<file path="config.mk">
export PLATFORM = sky130hd
export DESIGN_NAME = eth_console_link_flat
export DESIGN_NICKNAME = d
export VERILOG_FILES = /design/src/rtl/eth_link_pkg.sv /design/src/rtl/eth_link_if.sv /design/src/rtl/eth_link_tx.sv /design/src/rtl/eth_console_link.sv /design/src/flat_wrapper.sv
export SDC_FILE = /design/constraint.sdc
export NUM_CORES = 1
export LEC_CHECK = 0
export ABC_AREA = 1
export BUFFER_PORTS_ARGS = -buffer_cell sky130_fd_sc_hd__buf_2
export CAP_MARGIN = 30
export CELL_PAD_IN_SITES_DETAIL_PLACEMENT = 0
export CELL_PAD_IN_SITES_GLOBAL_PLACEMENT = 1
export CORE_ASPECT_RATIO = 0.6
export CORE_MARGIN = 3
export CORE_UTILIZATION = 35
export DETAILED_ROUTE_END_ITERATION = 10
export PLACE_DENSITY = 0.77
export SETUP_SLACK_MARGIN = 0.2
export SYNTH_ARGS = -nofsm -noshare
export SYNTH_HDL_FRONTEND = slang
export SYNTH_HIERARCHICAL = 1
export SYNTH_SLANG_ARGS = --single-unit
</file>
<file path="constraint.sdc">
create_clock -name clk -period 3 [get_ports clk]
set_input_delay 0.45 -clock clk [delete_from_list [all_inputs] [get_ports clk]]
set_output_delay 0.45 -clock clk [all_outputs]
set_load 0.02 [all_outputs]
</file>
<file path="src/rtl/eth_link_pkg.sv">
// Shared constants, state encodings and frame byte helper
// for the ETH-side console fs/fd command link.
package eth_link_pkg;

    localparam logic [7:0] HEAD0_DEF = 8'h55;
    localparam logic [7:0] HEAD1_DEF = 8'hAA;
    localparam int         FRAME_LEN = 6;

    localparam logic [2:0] IDX_H0   = 3'd0;
    localparam logic [2:0] IDX_H1   = 3'd1;
    localparam logic [2:0] IDX_TYPE = 3'd2;
    localparam logic [2:0] IDX_B3   = 3'd3;
    localparam logic [2:0] IDX_B4   = 3'd4;
    localparam logic [2:0] IDX_CHK  = 3'd5;

    typedef enum logic [1:0] {
        TX_IDLE,
        TX_SEND,
        TX_DONE
    } tx_state_t;

    typedef enum logic [2:0] {
        RX_IDLE,
        RX_H1,
        RX_TYPE,
        RX_CMDH,
        RX_CMDL,
        RX_CHK
    } rx_state_t;

    typedef enum logic [1:0] {
        HS_IDLE,
        HS_POST,
        HS_WAIT_LO
    } hs_state_t;

    // Byte at position idx of a frame; CHK covers bytes 2..4.
    function automatic logic [7:0] frame_byte(
        input logic [2:0] idx,
        input logic [7:0] h0,
        input logic [7:0] h1,
        input logic [3:0] btype,
        input logic [7:0] b3,
        input logic [7:0] b4
    );
        logic [7:0] r;
        case (idx)
            IDX_H0:   r = h0;
            IDX_H1:   r = h1;
            IDX_TYPE: r = {4'h0, btype};
            IDX_B3:   r = b3;
            IDX_B4:   r = b4;
            default:  r = {4'h0, btype} ^ b3 ^ b4;
        endcase
        return r;
    endfunction

endpackage

</file>
<file path="src/rtl/eth_link_if.sv">
// Console fs/fd handshake plus MAC byte streams.
// slave = link endpoint view, master = console/MAC view.
interface eth_link_if;

    logic        fs_send;
    logic        fd_send;
    logic [3:0]  send_btype;
    logic        fs_read;
    logic        fd_read;
    logic [3:0]  read_btype;
    logic [15:0] com_cmd;
    logic [7:0]  rx_data;
    logic        rx_valid;
    logic [7:0]  tx_data;
    logic        tx_valid;
    logic        tx_ready;

    modport slave (
        input  fs_send, send_btype, fd_read,
        input  rx_data, rx_valid, tx_ready,
        output fd_send, fs_read, read_btype, com_cmd,
        output tx_data, tx_valid
    );

    modport master (
        output fs_send, send_btype, fd_read,
        output rx_data, rx_valid, tx_ready,
        input  fd_send, fs_read, read_btype, com_cmd,
        input  tx_data, tx_valid
    );

endinterface

</file>
<file path="src/rtl/eth_link_tx.sv">
// Six-byte status frame serialiser with valid/ready output.
// done pulses combinationally on the last byte handshake.
module eth_link_tx
    import eth_link_pkg::*;
#(
    parameter logic [7:0] HEAD0 = HEAD0_DEF,
    parameter logic [7:0] HEAD1 = HEAD1_DEF
) (
    input  logic       clk,
    input  logic       rst,
    input  logic       start,
    input  logic [3:0] btype,
    input  logic [7:0] seq,
    output logic       done,
    output logic [7:0] tx_data,
    output logic       tx_valid,
    input  logic       tx_ready
);

    logic [2:0] idx;
    logic [3:0] bt_q;
    logic [7:0] seq_q;

    assign done = tx_valid && tx_ready && (idx == IDX_CHK);

    // Load the frame on start, step one byte per accepted handshake.
    always_ff @(posedge clk or posedge rst) begin
        if (rst) begin
            idx      <= '0;
            bt_q     <= '0;
            seq_q    <= '0;
            tx_data  <= '0;
            tx_valid <= 1'b0;
        end else if (start && !tx_valid) begin
            idx      <= IDX_H0;
            bt_q     <= btype;
            seq_q    <= seq;
            tx_data  <= HEAD0;
            tx_valid <= 1'b1;
        end else if (tx_valid && tx_ready) begin
            if (idx == IDX_CHK) begin
                idx      <= IDX_H0;
                tx_valid <= 1'b0;
            end else begin
                idx     <= idx + 3'd1;
                tx_data <= frame_byte(idx + 3'd1, HEAD0, HEAD1,
                                      bt_q, seq_q, 8'h00);
            end
        end
    end

endmodule

</file>
<file path="src/rtl/eth_console_link.sv">
// ETH-side endpoint of the console fs/fd command link.
// Optional error counter: define ETH_LINK_STAT_EN.
module eth_console_link
    import eth_link_pkg::*;
#(
    parameter logic [7:0]  HEAD0   = HEAD0_DEF,
    parameter logic [7:0]  HEAD1   = HEAD1_DEF,
    parameter logic [15:0] TIMEOUT = 16'd50000
) (
    input  logic        clk,
    input  logic        rst,
    eth_link_if.slave   bus
`ifdef ETH_LINK_STAT_EN
    ,
    output logic [7:0]  err_cnt
`endif
);

    localparam logic [15:0] TO_LAST = TIMEOUT - 16'd1;

    tx_state_t   tx_st;
    rx_state_t   p_st;
    hs_state_t   hs_st;
    logic [7:0]  seq;
    logic        tx_done;
    logic        tx_start;
    logic [15:0] to_cnt;
    logic [3:0]  sh_type;
    logic [15:0] sh_cmd;
    logic        chk_ok;
    logic        frame_good;
    logic        load;
    logic        timeout_hit;

    assign tx_start = (tx_st == TX_IDLE) && bus.fs_send;

    eth_link_tx #(
        .HEAD0 (HEAD0),
        .HEAD1 (HEAD1)
    ) u_tx (
        .clk      (clk),
        .rst      (rst),
        .start    (tx_start),
        .btype    (bus.send_btype),
        .seq      (seq),
        .done     (tx_done),
        .tx_data  (bus.tx_data),
        .tx_valid (bus.tx_valid),
        .tx_ready (bus.tx_ready)
    );

    // Send request sequencing: fd_send held until fs_send drops.
    always_ff @(posedge clk or posedge rst) begin
        if (rst) begin
            tx_st       <= TX_IDLE;
            bus.fd_send <= 1'b0;
            seq         <= '0;
        end else begin
            unique case (tx_st)
                TX_IDLE: if (bus.fs_send) tx_st <= TX_SEND;
                TX_SEND: if (tx_done) begin
                    bus.fd_send <= 1'b1;
                    seq         <= seq + 8'd1;
                    tx_st       <= TX_DONE;
                end
                TX_DONE: if (!bus.fs_send) begin
                    bus.fd_send <= 1'b0;
                    tx_st       <= TX_IDLE;
                end
                default: tx_st <= TX_IDLE;
            endcase
        end
    end

    assign chk_ok = bus.rx_data ==
        ({4'h0, sh_type} ^ sh_cmd[15:8] ^ sh_cmd[7:0]);
    assign frame_good  = bus.rx_valid && (p_st == RX_CHK) && chk_ok;
    assign load        = frame_good && (hs_st == HS_IDLE);
    assign timeout_hit = !bus.rx_valid && (p_st != RX_IDLE) &&
                         (to_cnt == TO_LAST);

    // Frame parser into shadow registers with inter-byte timeout.
    always_ff @(posedge clk or posedge rst) begin
        if (rst) begin
            p_st    <= RX_IDLE;
            to_cnt  <= '0;
            sh_type <= '0;
            sh_cmd  <= '0;
        end else if (bus.rx_valid) begin
            to_cnt <= '0;
            unique case (p_st)
                RX_IDLE: if (bus.rx_data == HEAD0) p_st <= RX_H1;
                RX_H1: begin
                    if (bus.rx_data == HEAD1)      p_st <= RX_TYPE;
                    else if (bus.rx_data == HEAD0) p_st <= RX_H1;
                    else                           p_st <= RX_IDLE;
                end
                RX_TYPE: begin
                    if (bus.rx_data[7:4] != 4'h0) begin
                        p_st <= RX_IDLE;
                    end else begin
                        sh_type <= bus.rx_data[3:0];
                        p_st    <= RX_CMDH;
                    end
                end
                RX_CMDH: begin
                    sh_cmd[15:8] <= bus.rx_data;
                    p_st         <= RX_CMDL;
                end
                RX_CMDL: begin
                    sh_cmd[7:0] <= bus.rx_data;
                    p_st        <= RX_CHK;
                end
                default: p_st <= RX_IDLE;
            endcase
        end else if (p_st == RX_IDLE) begin
            to_cnt <= '0;
        end else if (timeout_hit) begin
            to_cnt <= '0;
            p_st   <= RX_IDLE;
        end else begin
            to_cnt <= to_cnt + 16'd1;
        end
    end

    // Console read handshake; outputs frozen while fs_read is high.
    always_ff @(posedge clk or posedge rst) begin
        if (rst) begin
            hs_st          <= HS_IDLE;
            bus.fs_read    <= 1'b0;
            bus.read_btype <= '0;
            bus.com_cmd    <= '0;
        end else begin
            unique case (hs_st)
                HS_IDLE: if (load) begin
                    bus.read_btype <= sh_type;
                    bus.com_cmd    <= sh_cmd;
                    bus.fs_read    <= 1'b1;
                    hs_st          <= HS_POST;
                end
                HS_POST: if (bus.fd_read) begin
                    bus.fs_read <= 1'b0;
                    hs_st       <= HS_WAIT_LO;
                end
                HS_WAIT_LO: if (!bus.fd_read) hs_st <= HS_IDLE;
                default: hs_st <= HS_IDLE;
            endcase
        end
    end

`ifdef ETH_LINK_STAT_EN
    logic err;

    // One error event per cycle at most; the parser is the only source.
    always_comb begin
        err = 1'b0;
        if (bus.rx_valid) begin
            if (p_st == RX_TYPE)
                err = bus.rx_data[7:4] != 4'h0;
            else if (p_st == RX_CHK)
                err = !chk_ok || (hs_st != HS_IDLE);
        end else begin
            err = timeout_hit;
        end
    end

    // Saturating error counter, cleared only by reset.
    always_ff @(posedge clk or posedge rst) begin
        if (rst)
            err_cnt <= '0;
        else if (err && err_cnt != 8'hFF)
            err_cnt <= err_cnt + 8'd1;
    end
`else
    // Without statistics, bad frames are simply discarded by the parser.
`endif

endmodule

</file>
<file path="src/flat_wrapper.sv">
// flat-port wrapper written by rule: the top's interface ports become plain ports
module eth_console_link_flat import eth_link_pkg::*;
#(
    parameter logic [7:0]  HEAD0   = HEAD0_DEF,
    parameter logic [7:0]  HEAD1   = HEAD1_DEF,
    parameter logic [15:0] TIMEOUT = 16'd50000
)
  (clk, rst, bus_fs_send, bus_send_btype, bus_fd_read, bus_rx_data, bus_rx_valid, bus_tx_ready, bus_fd_send, bus_fs_read, bus_read_btype, bus_com_cmd, bus_tx_data, bus_tx_valid);
  eth_link_if bus_i ();
  input  logic clk;
  input  logic rst;
  input wire logic [$bits(bus_i.fs_send)-1:0] bus_fs_send;
  input wire logic [$bits(bus_i.send_btype)-1:0] bus_send_btype;
  input wire logic [$bits(bus_i.fd_read)-1:0] bus_fd_read;
  input wire logic [$bits(bus_i.rx_data)-1:0] bus_rx_data;
  input wire logic [$bits(bus_i.rx_valid)-1:0] bus_rx_valid;
  input wire logic [$bits(bus_i.tx_ready)-1:0] bus_tx_ready;
  output wire logic [$bits(bus_i.fd_send)-1:0] bus_fd_send;
  output wire logic [$bits(bus_i.fs_read)-1:0] bus_fs_read;
  output wire logic [$bits(bus_i.read_btype)-1:0] bus_read_btype;
  output wire logic [$bits(bus_i.com_cmd)-1:0] bus_com_cmd;
  output wire logic [$bits(bus_i.tx_data)-1:0] bus_tx_data;
  output wire logic [$bits(bus_i.tx_valid)-1:0] bus_tx_valid;
  assign bus_i.fs_send = bus_fs_send;
  assign bus_i.send_btype = bus_send_btype;
  assign bus_i.fd_read = bus_fd_read;
  assign bus_i.rx_data = bus_rx_data;
  assign bus_i.rx_valid = bus_rx_valid;
  assign bus_i.tx_ready = bus_tx_ready;
  assign bus_fd_send = bus_i.fd_send;
  assign bus_fs_read = bus_i.fs_read;
  assign bus_read_btype = bus_i.read_btype;
  assign bus_com_cmd = bus_i.com_cmd;
  assign bus_tx_data = bus_i.tx_data;
  assign bus_tx_valid = bus_i.tx_valid;
  eth_console_link #(.HEAD0(HEAD0), .HEAD1(HEAD1), .TIMEOUT(TIMEOUT)) u_core (.clk(clk), .rst(rst), .bus(bus_i));
endmodule
</file>
==> out/results.tsv <==
metric	value	unit
top sig layer	met4	
Final Cycle Share	68.9	%
Die X	157	microns
CP Class	reg -> reg	
RePlAce Congestion	0.842	
DRT iter0 DRCs	355	
worst ir drop on vdd	0.258	mV
Slew HR	45.6	%
largest family of logic cells by synthesized area	simple AND/OR/NAND/NOR gates	
Post-synth EDFFs	0	
CP max stage cell	dfrtp_1	
Synth Area in Adders	0.788	%
Final Slew Violations	0	
M1 WL	6140	microns
Worst-Margin Slew	814	ps
Gate power share	28.9	%
Main synth FF type	dfrtp_1	
R2R setup slack	930	ps
multiplexer share of the synthesized area	0	%
area delta synth->final	15.9	%
Internal Power	2630	uW
TritonCTS clock tree	yes	
Switching Fraction	37.1	%
Clock power frac	28.2	%
worst reg-to-reg path cell count	9	
Worst Skew	14.1	ps
CP max stage delay	490	ps
launch point of the worst path	u_core/sh_cmd[2]$_DFFE_PP0P_	
antenna viol nets, final	0	
initial antenna violation count	0	
area occupied by multi-input gates	0.00195	sq mm
Post-Syn Instances	616	
largest net degree at the start of global routing	60	
Pleak	0.00291	uW
YS warnings	6	
Setup Total Neg Slack	0	ps
RSZ-0062 raised after global routing	no	
CTS Sinks	97	
CP Max Fanout	22	
HP Class	in -> reg	
syn nets	637	
register area share after synthesis	51.0	%
Critical R2R Launch	u_core/sh_cmd[2]$_DFFE_PP0P_	
CP most frequent cell	nand2_1	
row count	32	
Setup-failing EPs final	0	
Port-buffer cells	48	
Critical Path Source Type	register	
CP cell instances	xnor2_1, nand2_1, nand2_1, nand2_1, nor2_4, buf_4, nand3_2, nand2_1, nand2_1	
Worst-Skew Late Latency	350	ps
switching power total	1550	uW
WP buf/inv	1	
WL final	11200	microns
simple-gate share of the synthesized area	29.9	%
wire length on met3	701	microns
worst endpoint required time	3230	ps
fmax	0.484	GHz
Worst Setup End Kind	register	
XOR/XNOR share of the synthesized area	3.13	%
#FFs+latches synth	97	
total gr overflow	0	
MaxCap Viol Count	0	
Yosys cell types	30	
drt first pass iters	5	
min Tclk post-route	2070	ps
Seq pwr share	42.9	%
hold buffer count at cts	0	
Synth Area in Compound Gates	7.10	%
Avg Inst Size Synth	7.73	sq um
nets@finish	690	
die height	96.3	microns
via count	4029	
fin util	42.3	%
DR WL/cell	13.3	microns
WL met2	4310	microns
vias in the first global route	3698	
Sequential Area	0.00243	sq mm
Core Box Area	0.0131	sq mm
layout cells sized above 1	12.5	%
maximum clock path buffer count	2	
Final Hold Fails	0	
Reg clk slew, reported paths	70	ps
Post-synth ARST share	100	%
Fill cells	1331	
htree depth	3	
die area	0.0151	sq mm
CTS Root Cell	clkbuf_16	
antenna cells	0	
status	completed	
Mapped Area	0.00476	sq mm
Post-CTS Setup Bufs	0	
Crit path arrival time	2300	ps
Global Route Usage Sum	15.7	%
PwrDens	758	mW/mm^2
RR Endpoint	u_core/bus.com_cmd[3]$_DFFE_PP0P_	
Hold Path Stages	2	
post-CTS sizing	0	
DR vias/cell	4.77	
Initial Utilization	36.5	%
Worst path top cell family by delay	simple AND/OR/NAND/NOR gates	
total stage count of the critical path	9	
drt drc	0	
CTS buffer count	9	
I/O pins	49	
hold_ws	301	ps
first-pass GRT wire length	18700	microns
Critical path destination	u_core/bus.com_cmd[3]$_DFFE_PP0P_	
Final HPWL DP	8350	microns
registers in the layout (all words and copies together), names as in the netlist:
| register | flops |
|---|---|
| u_core/to_cnt | 16 |
| u_core/p_st | 3 |
| u_core/hs_st | 2 |
| u_core/u_tx/tx_valid | 1 |
| u_core/u_tx/tx_data | 8 |
| u_core/u_tx/bt_q | 4 |
| u_core/tx_st | 2 |
| u_core/u_tx/seq_q | 8 |
| u_core/bus.read_btype | 4 |
| u_core/seq | 8 |
| u_core/bus.com_cmd | 16 |
| u_core/sh_type | 4 |
| u_core/bus.fs_read | 1 |
| u_core/sh_cmd | 16 |
| u_core/u_tx/idx | 3 |
| u_core/bus.fd_send | 1 |
placed cells by master (no fill, tap or decap):
| master | synthesis | layout |
|---|---|---|
| a21boi_2 | 1 | 1 |
| a21oi_1 | 17 | 17 |
| and2_1 | 1 | 1 |
| buf_12 | 0 | 1 |
| buf_16 | 0 | 1 |
| buf_2 | 5 | 48 |
| buf_4 | 3 | 3 |
| bufinv_16 | 0 | 1 |
| clkbuf_1 | 2 | 1 |
| clkbuf_16 | 0 | 9 |
| clkinv_4 | 0 | 1 |
| clkinvlp_4 | 0 | 1 |
| dfrtp_1 | 97 | 97 |
| dlygate4sd3_1 | 0 | 1 |
| ha_1 | 3 | 3 |
| inv_1 | 75 | 74 |
| inv_2 | 7 | 8 |
| inv_6 | 0 | 3 |
| nand2_1 | 216 | 216 |
| nand2_4 | 2 | 2 |
| nand3_1 | 54 | 54 |
| nand3_2 | 2 | 2 |
| nand3b_1 | 1 | 1 |
| nand4_1 | 6 | 6 |
| nor2_1 | 44 | 44 |
| nor2_2 | 1 | 1 |
| nor2_4 | 1 | 1 |
| nor3_1 | 8 | 8 |
| nor3b_1 | 1 | 1 |
| nor4_1 | 2 | 2 |
| o21ai_0 | 36 | 36 |
| o21ai_1 | 8 | 8 |
| o21ai_2 | 1 | 1 |
| o22ai_1 | 2 | 2 |
| or2_0 | 1 | 1 |
| xnor2_1 | 7 | 7 |
| xor2_1 | 10 | 10 |
cell usage after synthesis, types with 3 or more instances:
library cell,number,area (sq um)
inv_2,7,26.3
buf_4,3,22.5
nand4_1,6,37.5
ha_1,3,37.5
o21ai_1,8,40.0
nor3_1,8,40.0
dfrtp_1,97,2430
buf_2,5,25.0
nand3_1,54,270
o21ai_0,36,180
nand2_1,216,811
a21oi_1,17,85.1
xnor2_1,7,61.3
nor2_1,44,165
inv_1,75,282
xor2_1,10,87.6
worst min path at each step:
stage / start / end / slack, ps
floorplan: u_core/to_cnt[0]$_DFF_PP0_ / u_core/to_cnt[0]$_DFF_PP0_ / 430
global placement: rst / u_core/bus.fd_send$_DFFE_PP0P_ / 430
detailed placement: rst / u_core/bus.fd_send$_DFFE_PP0P_ / 440
CTS: rst / u_core/bus.fd_send$_DFFE_PP0P_ / 60
global route: bus_fd_read / u_core/hs_st[0]$_DFFE_PP0P_ / 290
finish: bus_fd_read / u_core/hs_st[0]$_DFFE_PP0P_ / 300
stage by stage:
step	instance area [sq um]	power, uW	setup WS (ps)	std cells
finish	5520	4180	933	844
global route	5520	4500	664	844
CTS	5480	4230	909	842
detailed placement	5180	3020	779	826
global placement	5180	2980	856	826
floorplan	4760	2650	697	616
layout make-up:
| class | count | share of cell area [%] |
|---|---|---|
| Inverter | 82 | 5.58 |
| Timing Repair Buffer | 54 | 5.80 |
| Sequential cell | 97 | 44.0 |
| Clock inverter | 6 | 1.32 |
| Multi-Input combinational cell | 425 | 35.3 |
| Tap cell | 170 | 3.85 |
| Clock buffer | 10 | 4.15 |
power by group through the flow:
| stage | Sequential, uW | Combinational, uW | Clock, uW |
|---|---|---|---|
| 6_report | 1790 | 1210 | 1180 |
| 5_1_grt | 1830 | 1410 | 1260 |
| 4_1_cts | 1790 | 1210 | 1230 |
| 3_5_place_dp | 1820 | 1200 | 0 |
| 3_3_place_gp | 1810 | 1170 | 0 |
| 2_1_floorplan | 1830 | 816 | 0 |
kinds of logic after synthesis:
kind of cell,Yosys count
compound gates,65
xor+xnor,17
fa+ha+maj,3
buf+inv,94
flops,97
simple gates,340
layer usage:
layer | vias to the layer above | track usage, %
met4 | 0 | 4.08
met3 | 8 | 3.77
li1 | 2040 | -
met2 | 102 | 20.8
met5 | - | 0
met1 | 1879 | 25.1
Power figures use the tool's default switching activity.
